`src/rtl/cpu_probe_trace.sv`:
```
// Multi-channel trace capture for CPU debug probes: circular pre-trigger history,
// fixed post-trigger window, oldest-first valid/ready readout. Define CPU_PROBE_TRIG_MASK_EN to add trig_mask.
module cpu_probe_trace #(
  parameter int WIDTH    = 32,
  parameter int CHANNELS = 4,
  parameter int DEPTH    = 8,
  parameter int POST     = 2
) (
  input  logic                         clk,
  input  logic                         reset,
  input  logic [CHANNELS*WIDTH-1:0]    probe_in,
  input  logic                         sample_en,
  input  logic [WIDTH-1:0]             trig_value,
`ifdef CPU_PROBE_TRIG_MASK_EN
  input  logic [WIDTH-1:0]             trig_mask,
`endif
  input  logic                         arm,
  output logic                         rd_valid,
  input  logic                         rd_ready,
  output logic [CHANNELS*WIDTH-1:0]    rd_data,
  output logic [$clog2(DEPTH):0]       count,
  output logic [1:0]                   state,
  output logic                         overflow
);

  localparam int AW = $clog2(DEPTH);
  localparam int DW = CHANNELS * WIDTH;

  localparam logic [1:0] S_IDLE    = 2'd0;
  localparam logic [1:0] S_ARMED   = 2'd1;
  localparam logic [1:0] S_CAPTURE = 2'd2;
  localparam logic [1:0] S_DONE    = 2'd3;

  localparam logic [AW:0]   FULL      = (AW+1)'(DEPTH);
  localparam logic [AW-1:0] POST_INIT = AW'(POST);

  logic [DW-1:0] mem [DEPTH];
  logic [AW-1:0] wr_ptr, rd_ptr, post_cnt;
  logic [AW-1:0] wr_ptr_next, oldest_ptr;
  logic [AW:0]   count_next;
  logic          trig_hit, write_en, rd_fire;

`ifdef CPU_PROBE_TRIG_MASK_EN
  assign trig_hit = ((probe_in[WIDTH-1:0] & trig_mask) == (trig_value & trig_mask));
`else
  assign trig_hit = (probe_in[WIDTH-1:0] == trig_value);
`endif

  // arm wins over any same-cycle write or read transfer.
  assign write_en    = sample_en && !arm && (state == S_ARMED || state == S_CAPTURE);
  assign wr_ptr_next = wr_ptr + AW'(1);
  assign count_next  = (count == FULL) ? count : count + (AW+1)'(1);
  // Low bits of a saturated count are zero, so a full buffer's oldest entry is wr_ptr_next.
  assign oldest_ptr  = wr_ptr_next - count_next[AW-1:0];

  assign rd_valid = (state == S_DONE) && (count != '0);
  assign rd_data  = rd_valid ? mem[rd_ptr] : '0;
  assign rd_fire  = rd_valid && rd_ready && !arm;

  // NOTE: storage carries no reset; only pointers and flags qualify its contents.
  always_ff @(posedge clk) begin
    if (write_en) mem[wr_ptr] <= probe_in;
  end

  // NOTE: sequential state uses non-blocking assignments so every register samples pre-edge values.
  always_ff @(posedge clk or negedge reset) begin
    if (!reset) begin
      state    <= S_IDLE;
      count    <= '0;
      overflow <= 1'b0;
      wr_ptr   <= '0;
      rd_ptr   <= '0;
      post_cnt <= '0;
    end else if (arm) begin
      state    <= S_ARMED;
      count    <= '0;
      overflow <= 1'b0;
      wr_ptr   <= '0;
    end else begin
      case (state)
        S_ARMED, S_CAPTURE: begin
          if (sample_en) begin
            wr_ptr <= wr_ptr_next;
            count  <= count_next;
            if (count == FULL) overflow <= 1'b1;
            if (state == S_ARMED) begin
              if (trig_hit) begin
                if (POST == 0) begin
                  state  <= S_DONE;
                  rd_ptr <= oldest_ptr;
                end else begin
                  post_cnt <= POST_INIT;
                  state    <= S_CAPTURE;
                end
              end
            end else begin
              post_cnt <= post_cnt - AW'(1);
              if (post_cnt == AW'(1)) begin
                state  <= S_DONE;
                rd_ptr <= oldest_ptr;
              end
            end
          end
        end
        S_DONE: begin
          if (rd_fire) begin
            rd_ptr <= rd_ptr + AW'(1);
            count  <= count - (AW+1)'(1);
            if (count == (AW+1)'(1)) state <= S_IDLE;
          end
        end
        default: ;
      endcase
    end
  end

endmodule
```
`config.mk`:
```
export PLATFORM = sky130hd
export DESIGN_NAME = cpu_probe_trace
export DESIGN_NICKNAME = d
export VERILOG_FILES = /design/src/rtl/cpu_probe_trace.sv
export SDC_FILE = /design/constraint.sdc
export NUM_CORES = 1
export LEC_CHECK = 0
export CELL_PAD_IN_SITES_DETAIL_PLACEMENT = 0
export CELL_PAD_IN_SITES_GLOBAL_PLACEMENT = 1
export CORE_ASPECT_RATIO = 1.25
export CORE_MARGIN = 3
export CORE_UTILIZATION = 44
export DETAILED_ROUTE_END_ITERATION = 8
export GPL_TIMING_DRIVEN = 0
export PLACE_DENSITY_LB_ADDON = 0.05
export SYNTH_ARGS = -nofsm -noshare
export SYNTH_HDL_FRONTEND = slang
export SYNTH_SLANG_ARGS = --single-unit
```
`constraint.sdc`:
```
create_clock -name clk -period 21.8 [get_ports clk]
set_input_delay 3.27 -clock clk [delete_from_list [all_inputs] [get_ports clk]]
set_output_delay 3.27 -clock clk [all_outputs]
set_load 0.05 [all_outputs]
```
==> results of run 1 <==
[layout make-up]
type | count | area [µm²]
Timing Repair Buffer | 368 | 4120
Buffer | 108 | 487
Multi-Input combinational cell | 797 | 8540
Antenna cell | 5 | 12.5
Clock inverter | 51 | 430
Sequential cell | 1040 | 31100
Clock buffer | 131 | 2680
Tap cell | 1187 | 1490
Inverter | 10 | 37.5
Fill cell | 7124 | 41200
[power breakdown]
group	switching [mW]	internal, mW	leakage, nW	total, mW
logic	0.877	0.670	4.59	1.55
clock network	0.717	0.947	1.52	1.66
registers	0.0255	2.30	9.44	2.33
[critical path, cell delays in order, from the launching register on]
cell	delay, ps
dfrtp_1	450
inv_1	140
ha_1	240
or3b_1	420
nand2_1	210
buf_2	460
buf_1	580
a21oi_1	230
clkdlybuf4s50_1	770
[cells in the final DEF (no fill, tap or decap), types with 3 or more instances in the layout]
cell type        count
edfxtp_1          1024
clkdlybuf4s50_1    299
nand2_1            274
mux4_2             256
a21oi_1            131
clkbuf_16          103
clkbuf_1            91
xnor2_1             38
buf_2               36
buf_12              31
buf_6               24
clkinv_1            23
clkinv_2            16
dfrtp_1             16
nor2_1              13
ha_1                11
buf_4                9
nand4_1              8
inv_1                7
bufinv_16            7
nand2b_1             6
nor2_4               6
diode_2              5
buf_8                5
buf_16               5
nor3_1               4
o21ai_1              4
inv_2                3
buf_1                3
nor2b_1              3
nand3_1              3
mux2_2               3
a31oi_1              3
inv_6                3
[path summary, 6_finish.rpt]
check | startpoint | end | depth (start not counted)
min reg2reg | overflow | overflow | 2
max | count[0] | rd_data[98] | 8
max reg2reg | state[1] | mem[0][84] | 11
max in group asynchronous | reset | rd_ptr[1] | 1
min | overflow | overflow | 2
min in group asynchronous | reset | count[0] | 1
[metal layers]
metal	global-route usage	up-vias
li1	-	8854
met1	0.284	10671
met2	0.350	552
met3	0.0405	117
met4	0.0511	10
met5	0	-
[registers in the layout, summed over array words and instances, names as in the netlist]
signal and count:
count 4, mem 1024, overflow 1, post_cnt 3, rd_ptr 3, state 2, wr_ptr 3
[kinds of logic (layout without fill, tap and decap cells)]
kind of cell,Yosys count,in the layout,synth area share
other,0,5,0
adders and majority gates,12,12,0.00393
buffers and inverters,118,668,0.0131
AOI/OAI and AO/OA,155,155,0.0208
and+or+nand+nor,331,331,0.0334
xor gates and xnor gates,40,40,0.00872
DFF,1040,1040,0.776
muxes,259,259,0.144
==> metrics.md, run 1 <==
| Metric | Value |
|---|---|
| Status | `finished clean` |
| Total leakage power | `15.6 nW` |
| WL final | `98,100 µm` |
| Worst-skew pair later-pin latency | `660 ps` |
| Synthesis-stage register bit count | `1,040` |
| CTS tree | `yes` |
| Most common cell in the synthesized netlist | `edfxtp_1` |
| Largest net degree at the start of global routing | `25` |
| Number of global-route vias before repair | `21,330` |
| Worst Hold Class | `reg -> reg` |
| Routed wire per std cell | `26.5 µm` |
| Clk root buf | `clkbuf_16` |
| Data required time of the worst path | `18,530 ps` |
| Vias/cell | `5.46` |
| Ys flop type | `edfxtp_1` |
| Top Metal Used | `met5` |
| Total number of yosys warnings | `0` |
| Fin. Hold Viols | `0` |
| Worst setup SP type | `flop` |
| Post-DP HPWL | `64,400 µm` |
| Met1 WL | `41,500 µm` |
| R2R setup slack | `18,130 ps` |
| Clock sink count | `1,040` |
| Post-route DRC | `0` |
| Router iterations before antenna repair | `5` |
| Std-Cell Rows | `123` |
| Cell count after synthesis | `1,955` |
| Time the worst path needs with I/O delays and setup | `7420 ps` |
| Fin. max-slew vios | `0` |
| Worst EP arrival | `4150 ps` |
| Async SR Flop Fraction | `0.0154` |
| Final #Nets | `2,602` |
| Fin Setup TNS | `0 ps` |
| Mapped Nets | `2,132` |
| Clk slew on worst S/H paths | `60 ps` |
| Cells after DPL | `3,510` |
| Final period utilization | `0.340` |
| Synth area leaders | `edfxtp_1 (77%), mux4_2 (14%), nand2_1 (2.6%), a21oi_1 (1.6%), dfrtp_1 (1.0%)` |
| Setup slack at placement | `14,970 ps` |
| Finished Layout Cells | `3,697` |
| Post CTS Setup Buffer Count | `0` |
| Post-layout util | `0.543` |
| Final setup margin | `14,380 ps` |
| CTS Hold Bufs | `0` |
| Share of post-route cells with drive strength above 1 | `0.208` |
| Port Buffers | `299` |
| Area of the die | `94,900 µm²` |
| Final hold slack | `523 ps` |
| DIE WIDTH | `276 µm` |
| MaxCap Viol Count | `0` |
| Post-synth top cells | `edfxtp_1 (1,024), nand2_1 (274), mux4_2 (256)` |
| CP Capture Type | `output port` |
| Number of CTS-inserted buffers | `100` |
| Met2 wire len | `49,400 µm` |
| Fmax | `135 MHz` |
| Unrepaired setup endpoints after global routing | `no` |
| Critical-path maximum fanout | `10` |
| PwrDens | `113 nW/µm²` |
| Post-CTS Resized | `0` |
| Initial Utilization | `0.445` |
| CTS Buffer Depth | `3` |
| VDD IR max | `0.0653 mV` |
| Worst relative slew slack | `0.160` |
| Post-route ant nets | `0` |
| Setup Viol. Count Final | `0` |
| Area post-placement | `45,800 µm²` |
| Area of the core | `90,200 µm²` |
| Post-route cell area | `48,900 µm²` |
| Top-area cell type share of the netlist area | `0.766` |
| GRT Overall Usage | `0.208` |
| Grt total ovfl | `0` |
| Total power | `5.54 mW` |
| GPL Wtd Cong | `0.741` |
| Met3 routed WL | `5470 µm` |
| First-pass GRT wire length | `145,000 µm` |
| Biggest area consumer among synthesized cells | `edfxtp_1` |
| Seq/Total Area, Yosys | `0.776` |
| Number of synthesized flops with an enable pin | `1,024` |
| DR iter-0 viols | `1,483` |
| Post-synth cell types | `51` |
| Slew @ Worst Pin | `1260 ps` |
| Synth Cell Area | `40,200 µm²` |
| CP Class | `reg -> out` |
| Die Height | `344 µm` |
| Initial antenna violation count | `11` |
| Avg Cell Area, Syn | `20.5 µm²` |
| P&R area growth vs syn | `21.9%` |
| Vias | `20,204` |
| Layout Skew | `14.3 ps` |
| Count of boundary I/O pins | `301` |
| H-tree depth | `3` |
No activity file was read; power rests on OpenSTA's default activity.
==> inputs of run 2 (changes only) <==
==> constraint.sdc (replaced) <==
create_clock -name clk -period 7.1 [get_ports clk]
set_input_delay 1.065 -clock clk [delete_from_list [all_inputs] [get_ports clk]]
set_output_delay 1.065 -clock clk [all_outputs]
set_load 0.05 [all_outputs]
==> metrics.md, run 2 (synthesis gave the netlist of run 1 again) <==
| Metric | Value |
|---|---|
| Status | `finished clean` |
| Fin. Hold Viols | `0 (unchanged)` |
| Worst path depth | `8 (unchanged)` |
| Post CTS Setup Buffer Count | `0 (unchanged)` |
| First-pass GRT wire length | `145,000 µm (+0.60%)` |
| Worst r2r src | `state[0]` |
| Cells after DPL | `3,503 (-0.20%)` |
| CTS Hold Bufs | `0 (unchanged)` |
| Total leakage power | `15.6 nW (+0.49%)` |
| MaxCap Viol Count | `0 (unchanged)` |
| Post-route ant nets | `0 (unchanged)` |
| Unrepaired setup endpoints after global routing | `no` |
| Global-route met3 utilization | `0.0474 (+0.00699)` |
| Slowest cell on the critical path | `clkdlybuf4s50_1` |
| Largest register FFs | `1,024 (unchanged)` |
| PwrDens | `346 nW/µm² (+210%)` |
| CP bufs+invs | `4 (unchanged)` |
| Die Height | `344 µm (unchanged)` |
| Worst EP arrival | `4200 ps (+50 ps)` |
| Clock sink count | `1,040 (unchanged)` |
| Cell depth of the worst flop-to-flop path | `11 (unchanged)` |
| Router iterations before antenna repair | `5 (unchanged)` |
| WL final | `98,800 µm (+0.72%)` |
| P&R area growth vs syn | `22.6%` |
| Critical-path maximum fanout | `10 (unchanged)` |
| Grt total ovfl | `0 (unchanged)` |
| CP Capture Type | `output port` |
| Clk slew on worst S/H paths | `60 ps (about the same)` |
| Share of post-route cells with drive strength above 1 | `0.205 (-0.00278)` |
| Port Buffers | `299 (unchanged)` |
| Hold Path Depth | `2 (unchanged)` |
| Area of the core | `90,200 µm² (unchanged)` |
| Post-layout util | `0.546 (+0.00338)` |
| Met2 global-route usage | `0.356 (+0.00603)` |
| Post-route cell area | `49,200 µm² (+0.62%)` |
| CP Class | `reg -> out` |
| Std-Cell Rows | `123 (unchanged)` |
| R2R setup slack | `3470 ps (-14,660 ps)` |
| Vias/cell | `5.51 (+0.81%)` |
| Hold path endpoint | `overflow` |
| Worst Hold Class | `reg -> reg` |
| Slew @ Worst Pin | `1380 ps (+120 ps)` |
| Grt peak-use layer | `met2` |
| Commonest non-fill, non-tap cell in the layout | `edfxtp_1` |
| Total power | `17.0 mW (+210%)` |
| Biggest regs | `mem (1024), count (4)` |
| Post-CTS Resized | `0 (unchanged)` |
| Setup Viol. Count Final | `0 (unchanged)` |
| Number of global-route vias before repair | `21,663 (+1.6%)` |
| Number of CTS-inserted buffers | `102 (+2.0%)` |
| FF/Latch Area | `31,100 µm² (unchanged)` |
| Critical path, cell by cell | `inv_1, ha_1, or3b_1, nand2_1, buf_2, buf_1, a21oi_1, clkdlybuf4s50_1` |
| Post-DP HPWL | `64,800 µm (+0.65%)` |
| Largest net degree at the start of global routing | `25 (unchanged)` |
| CTS Buffer Depth | `3 (unchanged)` |
| Vias | `20,335 (+0.65%)` |
| Data required time of the worst path | `6030 ps (-12,500 ps)` |
| Time the worst path needs with I/O delays and setup | `5260 ps` |
| Crit path max-delay family | `buffers and inverters` |
| Area of the die | `94,900 µm² (unchanged)` |
| Critical R2R Capture | `mem[1][81]` |
| Fin. max-slew vios | `0 (unchanged)` |
| DR iter-0 viols | `1,511 (+1.9%)` |
| Clk root buf | `clkbuf_16` |
| GRT Overall Usage | `0.210 (+0.00123)` |
| Layout Skew | `11.7 ps (-2.55 ps)` |
| DIE WIDTH | `276 µm (unchanged)` |
| H-tree depth | `3 (unchanged)` |
| Initial Utilization | `0.445 (unchanged)` |
| CTS tree | `yes` |
| Worst-skew pair later-pin latency | `660 ps (about the same)` |
| Worst Hold Launch | `overflow` |
| Area of the multi-input gates | `8550 µm² (+0.15%)` |
| Met1 Resource Use GR | `0.274 (-0.0104)` |
| VDD IR max | `0.192 mV (+190%)` |
| Max incr delay on CP | `760 ps (about the same)` |
| Fmax | `190 MHz` |
| Initial antenna violation count | `20 (+9)` |
| GPL Wtd Cong | `0.749 (+1.1%)` |
| Worst relative slew slack | `0.0798 (-0.0802)` |
| Final #Nets | `2,597 (-0.19%)` |
| # fillers | `7,118 (-0.084%)` |
| Count of boundary I/O pins | `301 (unchanged)` |
| Most frequent cells in the layout | `edfxtp_1 (1,024), clkdlybuf4s50_1 (299), nand2_1 (274)` |
| Final period utilization | `0.741` |
| Final hold slack | `517 ps (-6.12 ps)` |
| Finished Layout Cells | `3,691 (-0.16%)` |
| Area post-placement | `46,100 µm² (+0.70%)` |
| Worst setup SP type | `flop` |
| Routed wire per std cell | `26.8 µm (+0.89%)` |
| Largest Register | `mem` |
| Post-route DRC | `0 (unchanged)` |
## run 2: cell types whose count changed in the layout (fill, tap and decap cells not counted), sizes merged
cell	before	now
buf	113	106
bufinv	7	3
clkbuf	195	197
clkinv	39	44
diode	5	4
inv	14	13
## run 2: power breakdown
group	total [mW]	internal [mW]	switching, mW
clock	5.05	2.85	2.20
sequential	7.15	7.07	0.0799
combinational	4.83	2.12	2.71
total	17.0	12.0	4.99
## run 2: metal layers
layer	part of all wire	up-vias
met5	0.0012	-
met4	0.022	20
met3	0.061	142
met2	0.51	519
met1	0.41	10773
li1	-	8881
## run 2: final cells by class
type / count / area share
inverter: 10 / 0.000762
timing repair buffer: 361 / 0.0899
clock buffer: 133 / 0.0564
clock inverter: 51 / 0.00655
multi-input combinational: 797 / 0.174
buffer: 108 / 0.00988
sequential: 1040 / 0.633
antenna: 4 / 0.000203
tap: 1187 / 0.0302
## run 2: metrics by stage
stage | worst slack (ps) | setup TNS [ps]
after floorplan | -698 | -209350
after global placement | -7710 | -4528640
after detailed placement | 2440 | 0
after CTS | 1710 | 0
after global routing | 1650 | 0
final | 1840 | 0
## run 2: worst max-delay path by stage
stage               slack (ps)            to      start
global placement         -7710    mem[6][81]  sample_en
finish                    1840  rd_data[100]   count[0]
CTS                       1710  rd_data[100]   count[0]
detailed placement        2440  rd_data[100]   count[0]
floorplan                 -700     mem[2][0]   state[1]
global route              1650   rd_data[62]   count[0]
## run 2: worst min-delay path: cells and delay by family, from the launching register on
family | cells | cell delay (ps)
AND/OR/NAND/NOR | 1 | 80
AO/OA/AOI/OAI | 1 | 50
flip-flops | 1 | 350
==> patch: new RTL, settings of run 2 <==
Add a define of `CPU_PROBE_TRIG_MASK_EN`.
--- a/src/rtl/cpu_probe_trace.sv
+++ b/src/rtl/cpu_probe_trace.sv
@@ -1,5 +1,7 @@
 // Multi-channel trace capture for CPU debug probes: circular pre-trigger history,
 // fixed post-trigger window, oldest-first valid/ready readout. Define CPU_PROBE_TRIG_MASK_EN to add trig_mask.
+`define CPU_PROBE_TRIG_MASK_EN
+
 module cpu_probe_trace #(
   parameter int WIDTH    = 32,
   parameter int CHANNELS = 4,
Ports: changed (added trig_mask); port bits go from 301 to 333. The function was not compared with the original's and may differ.
==> patch against run 2 <==
Wire length decreased by 1.9%. Power increased by 3.7%. Area after synthesis increased by 0.34%. Combinational power increased by 6.8%. Clock skew increased by 0.0064 ns. Sequential cell count unchanged. Global-route usage decreased by 0.53 points. Setup slack got worse by 0.39 ns. Design area increased by 2.2%. Clock power increased by 6.3%. Critical path depth decreased by 1. Synthesized cell count decreased by 7.1%. Largest cell class unchanged.
==> patch: results (changes against run 2) <==
* Total CTS buffers at 103 (+0.98%)
* Peak Freq at 0.177 GHz (-6.9%)
* Final hold slack at 0.579 ns (+0.0619 ns)
* Pre-CTS setup slack at 1.92 ns (-0.522 ns)
* Power share of the clock group at 0.304 (+0.007)
* Total GRT Usage at 0.204 (-0.00535)
* Syn Nets at 2025 (-5.0%)
* Routed len/inst at 26.8 um (+0.21%)
* Vias in the first global route at 21159 (-2.3%)
* R2r endpoint: mem[0][77]
* Worst VDD drop at 0.261 mV (+36%)
* Status: finished clean
* FILL cells at 6802 (-4.4%)
* Worst R2R Setup Slack at 3.39 ns (-0.08 ns)
* Sw frac at 0.299 (+0.00613)
* WHS Path Cells at 1 (-1)
* Fraction of layout cells with a size suffix above 1 at 0.218 (+0.0127)
* CP max stage delay at 0.92 ns (+0.16 ns)
* Worst setup path start: rd_ptr[0]
* Pleak at 15.9 nW (+1.6%)
* Netlist cell types at 42 (-18%)
* HP Class: flop to flop
* DRT Pass-1 Iters at 6 (+1)
* Hold Crit Start: post_cnt[2]
* Clock Path Buffers at 3 (unchanged)
* Global-route wire length before repair at 142000 um (-2.1%)
* Hold worst-path end: post_cnt[2]
* Ranking of synthesized cells by area: edfxtp_1, mux4_2, mux2i_1
* Port Buf Inserts at 331 (+11%)
* Arrival @ worst endpoint at 4.59 ns (+0.39 ns)
* Hpwl dp at 63200 um (-2.5%)
* Placer Congestion at 0.742 (-0.85%)
* Initial antenna violation count at 13 (-35%)
* Post-DP Area at 47000 um^2 (+1.9%)
* Commonest cells post-synth: edfxtp_1, mux4_2, nor2_1
* Worst r2r path cells at 10 (-1)
* Crit path to: rd_data[47]
* Power Clock at 0.00537 W (+6.3%)
* Inst Count DP at 3416 (-2.5%)
* Post-Layout Cell Count at 3613 (-2.1%)
* Clock Pin Slew Worst Setup and Hold Paths at 0.07 ns
* Crit-path slowest cell: clkbuf_1
* Nets@finish at 2543 (-2.1%)
* Sequential area share after synthesis at 0.773 (-0.00260)
* Pin count of the biggest net entering global routing at 23 (-8.0%)
* Detailed Route Iter0 Violations at 1424 (-5.8%)
* Syn Area/Cell at 22.2 um^2 (+8.0%)
[patch: cell type report]
type | count | area (um^2) | area share
diodes | 8 | 20.0 | 0.000398
plain buffers | 95 | 400 | 0.00795
clock buffers | 128 | 2760 | 0.0548
clock inverters | 61 | 563 | 0.0112
inverters | 10 | 37.5 | 0.000746
multi-input cells | 671 | 8790 | 0.175
flip-flops and latches | 1040 | 31100 | 0.619
well taps | 1187 | 1490 | 0.0295
repair buffers | 413 | 5140 | 0.102
[patch: layer usage]
metal  vias to the layer above  wire length (um)  global-route usage
met5                         -                34                   0
met1                     10559             40700               0.277
met3                       108              5640              0.0477
met2                       485             48800               0.340
met4                         4              1730              0.0473
li1                       8593                 -                   -
[patch: cell families after synthesis]
logic type | after synthesis | synth area share
multiplexers | 389 | 0.176
flip-flops | 1040 | 0.773
buffers and inverters | 105 | 0.0108
XOR/XNOR | 40 | 0.00869
AND/OR/NAND/NOR | 185 | 0.0193
adder cells (fa/ha/maj) | 12 | 0.00391
AO/OA/AOI/OAI | 45 | 0.00786
